### config.mk
export PLATFORM = sky130hd
export DESIGN_NAME = fp_wb_stage
export DESIGN_NICKNAME = d
export VERILOG_FILES = /design/src/rtl/fpu_pkg.sv /design/src/rtl/fp_wb_fifo.sv /design/src/rtl/fp_wb_stage.sv
export SDC_FILE = /design/constraint.sdc
export NUM_CORES = 1
export LEC_CHECK = 0
export CAP_MARGIN = 15
export CORE_ASPECT_RATIO = 0.5
export CORE_MARGIN = 3
export CORE_UTILIZATION = 47
export CTS_CLUSTER_DIAMETER = 100
export DETAILED_ROUTE_END_ITERATION = 16
export PLACE_DENSITY = 0.89
export RECOVER_POWER = 100
export SYNTH_ARGS = -nofsm -noshare
export SYNTH_HDL_FRONTEND = slang
export SYNTH_SLANG_ARGS = --single-unit
### constraint.sdc
create_clock -name clk -period 5.42 [get_ports clk]
set_input_delay 1.084 -clock clk [delete_from_list [all_inputs] [get_ports clk]]
set_output_delay 1.084 -clock clk [all_outputs]
set_load 0.01 [all_outputs]
### src/rtl/fpu_pkg.sv
// Shared types and constants for the FP writeback path: fflags bit positions,
// the canonical quiet NaN and the buffered writeback entry.
package fpu_pkg;

  localparam int FLG_NX = 0;
  localparam int FLG_UF = 1;
  localparam int FLG_OF = 2;
  localparam int FLG_DZ = 3;
  localparam int FLG_NV = 4;

  localparam int ENTRY_AW = 5;
  localparam int ENTRY_DW = 32;

  localparam logic [31:0] CANON_NAN = 32'h7FC0_0000;

  typedef struct packed {
    logic [ENTRY_AW-1:0] rd;
    logic [ENTRY_DW-1:0] result;
    logic [4:0]          flags;
  } fp_wb_entry_t;

endpackage

### src/rtl/fp_wb_fifo.sv
// DEPTH-entry FIFO of writeback entries; flush empties it and discards any
// push or pop presented in the same cycle.
module fp_wb_fifo
  import fpu_pkg::*;
#(
  parameter  int DEPTH = 2,
  localparam int PW    = $clog2(DEPTH),
  localparam int CW    = PW + 1
) (
  input  logic         clk,
  input  logic         rst_n,
  input  logic         push,
  input  fp_wb_entry_t entry_in,
  input  logic         pop,
  input  logic         flush,
  output fp_wb_entry_t head,
  output logic         full,
  output logic         empty,
  output logic [CW-1:0] count
);

  fp_wb_entry_t mem [DEPTH];
  logic [PW-1:0] wr_ptr;
  logic [PW-1:0] rd_ptr;
  logic          do_push;
  logic          do_pop;

  assign full    = (count == CW'(DEPTH));
  assign empty   = (count == '0);
  assign do_push = push & ~full;
  assign do_pop  = pop & ~empty;
  assign head    = mem[rd_ptr];

  // DEPTH is a power of two, so the pointers wrap by natural overflow.
  always_ff @(posedge clk) begin
    if (!rst_n) begin
      wr_ptr <= '0;
      rd_ptr <= '0;
      count  <= '0;
    end else if (flush) begin
      wr_ptr <= '0;
      rd_ptr <= '0;
      count  <= '0;
    end else begin
      if (do_push) wr_ptr <= wr_ptr + 1'b1;
      if (do_pop)  rd_ptr <= rd_ptr + 1'b1;
      count <= count + CW'(do_push) - CW'(do_pop);
    end
  end

  always_ff @(posedge clk) begin
    if (rst_n && !flush && do_push) mem[wr_ptr] <= entry_in;
  end

endmodule

### src/rtl/fp_wb_stage.sv
// FP32 writeback stage: buffers adder results, arbitrates for the FP RF write
// port and accumulates sticky fflags. Define FP_WB_CANON_NAN_EN to canonicalise NaNs.
module fp_wb_stage
  import fpu_pkg::*;
#(
  parameter int DEPTH = 2,
  parameter int AW    = 5,
  parameter int DW    = 32
) (
  input  logic                     clk,
  input  logic                     rst_n,
  input  logic                     in_valid,
  output logic                     in_ready,
  input  logic [AW-1:0]            in_rd,
  input  logic [DW-1:0]            in_result,
  input  logic                     in_nan,
  input  logic                     in_overflow,
  input  logic                     in_underflow,
  input  logic                     in_zero,
  input  logic                     flush,
  output logic                     rf_we,
  input  logic                     rf_gnt,
  output logic [AW-1:0]            rf_waddr,
  output logic [DW-1:0]            rf_wdata,
  input  logic                     csr_we,
  input  logic [4:0]               csr_wdata,
  output logic [4:0]               fflags,
  output logic [$clog2(DEPTH):0]   count
);

  fp_wb_entry_t entry_in;
  fp_wb_entry_t head;
  logic         full;
  logic         empty;
  logic         push;
  logic         pop;
  logic [4:0]   retire_flags;
  logic         unused_zero;

  // in_zero is only carried for debug visibility upstream; it never touches fflags.
  assign unused_zero = in_zero;

  assign in_ready = rst_n & ~full;
  assign push     = in_valid & in_ready;
  assign rf_we    = ~empty;
  assign pop      = rf_we & rf_gnt;

  always_comb begin
    entry_in               = '0;
    entry_in.rd            = in_rd;
    entry_in.result        = in_result;
    entry_in.flags[FLG_NV] = in_nan;
    entry_in.flags[FLG_DZ] = 1'b0;
    entry_in.flags[FLG_OF] = in_overflow;
    entry_in.flags[FLG_UF] = in_underflow;
    entry_in.flags[FLG_NX] = in_overflow | in_underflow;
  end

  fp_wb_fifo #(.DEPTH(DEPTH)) u_fifo (
    .clk      (clk),
    .rst_n    (rst_n),
    .push     (push),
    .entry_in (entry_in),
    .pop      (pop),
    .flush    (flush),
    .head     (head),
    .full     (full),
    .empty    (empty),
    .count    (count)
  );

  assign rf_waddr = head.rd;

`ifdef FP_WB_CANON_NAN_EN
  always_comb begin
    rf_wdata = head.result;
    if (head.result[30:23] == 8'hFF && head.result[22:0] != '0) rf_wdata = CANON_NAN;
  end
`else
  assign rf_wdata = head.result;
`endif

  // A flushed retire is dropped, so its flags must not leak into fflags.
  assign retire_flags = (pop && !flush) ? head.flags : 5'b0;

  always_ff @(posedge clk) begin
    if (!rst_n)      fflags <= 5'b0;
    else if (csr_we) fflags <= csr_wdata | retire_flags;
    else             fflags <= fflags | retire_flags;
  end

endmodule

==> metrics.txt <==
final cell utilization of the core a little over two thirds; clk slew on worst S/H paths 0.06 ns; EDFF count, synth 82; aggregate global-route resource usage 16.3%; Antenna diodes 0; starting density of the core 50.0%; VDD IR max approximately 210 uV; post-route ant nets 0; drt pass-1 iters 4; final setup violation count 0; postcts setup bufs 0; vias after detailed routing 1870; Max Slew Vio Count 126; row cnt 21; synthesis-stage register bit count 92; H-tree levels 3; Inst Count DP 364; share of post-route cells with drive strength above 1 a little under a fifth; DRC Markers 0; switching power summed over all nets 285 uW; number of distinct library cell variants in the gate-level netlist after synthesis 29; number of ports placed on the die boundary 98; Placer Congestion 0.725; Critical Setup Path Class reg2out; Cells after Synth 180; class of the tightest hold or removal check reg2reg; clock sink count 92; Data required, critical path 4.34 ns; Final min period 4.09 ns; Final TNS setup 0 ns; number of cells upsized or downsized after cts 0; share of async-settable or async-resettable flops after synthesis 0%; mean number of vias per cell around 5; ratio of total power to cell area ~310 mW/mm2; net count of the mapped netlist about 230; transition time of the tightest slew-check pin 2.39 ns; number of antenna violations at the first check in global routing 0; maximum buffer depth of the clock tree 2; largest fanout of any net on the critical path 41; sequential area share after synthesis 77.3%; Mapped Avg Cell Area 19.1 um2; wire length of the first global-routing pass 10200 um; area enclosed by the die boundary 0.00845 mm2; Worst Hold Path Cells 2; Clk Latency, worst-skew pair ~0.33 ns; max-capacitance violation count 3; aggregate routed wire length around 6500 um; Iter 0 DRT Violations 124; r2r worst-path depth 4; total CTS buffers 9; number of port buffers 96; Nets 336; clock tree from TritonCTS yes; FMAX approximately 240 MHz; DP HPWL 4260 um; RSZ-0062 raised after global routing no; count of non-filler cells in the finished layout 380; final hold vios 0; area added between synthesis and finish 38.7%; filler cell count 477; Period Utilization, post-route about three quarters; Final Instance Area ~0.0048 mm2; largest net degree at the start of global routing 42; Hold Buf Count CTS 0; failing checks max-capacitance violations, max-slew violations; nature of the critical path startpoint flip-flop; portion of total power attributed to combinational logic 6.7%; main flop type after synthesis edfxtp_1; drt wl/cell approximately 17 um; core region area 0.00688 mm2; Slew headroom -59.3%; area after detailed placement 0.00451 mm2; Die H ~67 um; clock group share of total power 40.4%; yosys warns 0; switching power as a share of total power 18.9%; arrival time at the worst endpoint approximately 3.0 ns; sum of overflow across all layers after global routing 0; status finished with violations; clock root buffer clkbuf_16; Clock Skew 0.00461 ns; via count of the first global-routing pass 2089; element type at the critical path end output port; Die Wd 127 um; Int Power 1220 uW; summed instance area of the synthesized netlist around 0.0034 mm2; static power due to leakage 0.00162 uW; sequential power share 52.9%
-- stage by stage --
| step | hold WS, ns | power, uW | setup WS [ns] |
|---|---|---|---|
| after floorplan | 0.467 | 848 | 0.541 |
| after global placement | 0.486 | 918 | 1.91 |
| after detailed placement | 0.494 | 924 | 1.90 |
| after CTS | 0.511 | 1530 | 1.90 |
| after global routing | 0.529 | 1560 | 1.14 |
| final | 0.508 | 1500 | 1.33 |
-- cells by family (layout without fill, tap and decap cells) --
| kind of cell | Yosys count | after routing | synth area share [%] |
|---|---|---|---|
| AOI/OAI and AO/OA | 9 | 9 | 1.78 |
| xor gates and xnor gates | 2 | 2 | 0.509 |
| adders and majority gates | 1 | 1 | 0.363 |
| buffers and inverters | 8 | 116 | 1.27 |
| DFF | 92 | 92 | 77.3 |
| muxes | 46 | 46 | 14.9 |
| and+or+nand+nor | 22 | 22 | 3.92 |
-- path summary, 6_finish.rpt --
kind              startpoint                 to  slack, ns
max reg2reg  u_fifo.count[0]  u_fifo.mem[0][16]       2.42
min reg2reg    u_fifo.rd_ptr          flip-flop       0.51
min            u_fifo.rd_ptr          flip-flop       0.51
max                flip-flop        rf_wdata[0]       1.33
-- cells in the mapped netlist, types with 2 or more instances --
| library cell | count | share of area, % |
|---|---|---|
| mux2_2 | 38 | 12 |
| mux2_1 | 3 | 0.98 |
| inv_1 | 2 | 0.22 |
| mux2i_1 | 5 | 1.5 |
| edfxtp_1 | 82 | 71 |
| buf_2 | 5 | 0.73 |
| nand2b_1 | 2 | 0.36 |
| dfxtp_1 | 10 | 5.8 |
| o21a_1 | 4 | 0.87 |
| or2_2 | 2 | 0.36 |
| nor2_1 | 2 | 0.22 |
| nor3b_1 | 3 | 0.65 |
| nor3_1 | 6 | 0.87 |
-- cell usage in the layout, fill, tap and decap left out --
cell type and count:
or2_2 2, clkbuf_8 1, nor4_1 1, clkbuf_1 6
nor3b_1 3, mux2_2 38, clkinv_2 1, o21ai_1 1
and2_0 1, dlygate4sd3_1 88, bufinv_16 1, nor3_1 6
xor2_1 1, nand2b_1 2, o31ai_1 1, o21ai_0 2
o21a_1 4, clkbuf_16 9, nand2_2 1, nor2_1 2
or3_1 1, mux2_1 3, ha_1 1, nand3_1 1
inv_1 2, a21oi_1 1, clkdlybuf4s50_1 8, dfxtp_1 10
nor2b_4 1, nor2b_1 1, xnor2_1 1, edfxtp_1 82
mux2i_1 5
-- state kept, by name, summed over array words and instances, names as in the netlist, named ones only --
signal         count
fflags             5
u_fifo.mem        82
u_fifo.wr_ptr      1
u_fifo.count       2
u_fifo.rd_ptr      1
-- critical path, cell delays in order, from the launching register on --
cell and delay [ns]:
dfxtp_1 1.58, mux2_2 0.46, dlygate4sd3_1 0.61
-- routing by layer --
layer	track usage [%]	vias up	share of wire (%)
met1	17.3	911	38
met4	6.02	0	1.3
li1	-	903	-
met3	5.68	7	5.0
met5	0	-	0
met2	30.7	49	55
-- final cells by class --
class                      instances  area, um2  share of cell area [%]
timing repair buffer              98        968                    20.3
multi-input combinational         80        734                    15.4
sequential                        92       2660                    55.7
clock buffer                      14        254                    5.32
tap                               92        115                    2.41
inverter                           2       7.51                   0.157
clock inverter                     2       35.0                   0.733
-- power groups by stage --
stage / sequential [uW] / clock [uW] / combinational [uW]
floorplan: 809 / 0 / 38.7
global placement: 809 / 0 / 109
detailed placement: 811 / 0 / 114
CTS: 795 / 619 / 115
global route: 797 / 651 / 109
finish: 796 / 608 / 101
Power figures use the tool's default switching activity.
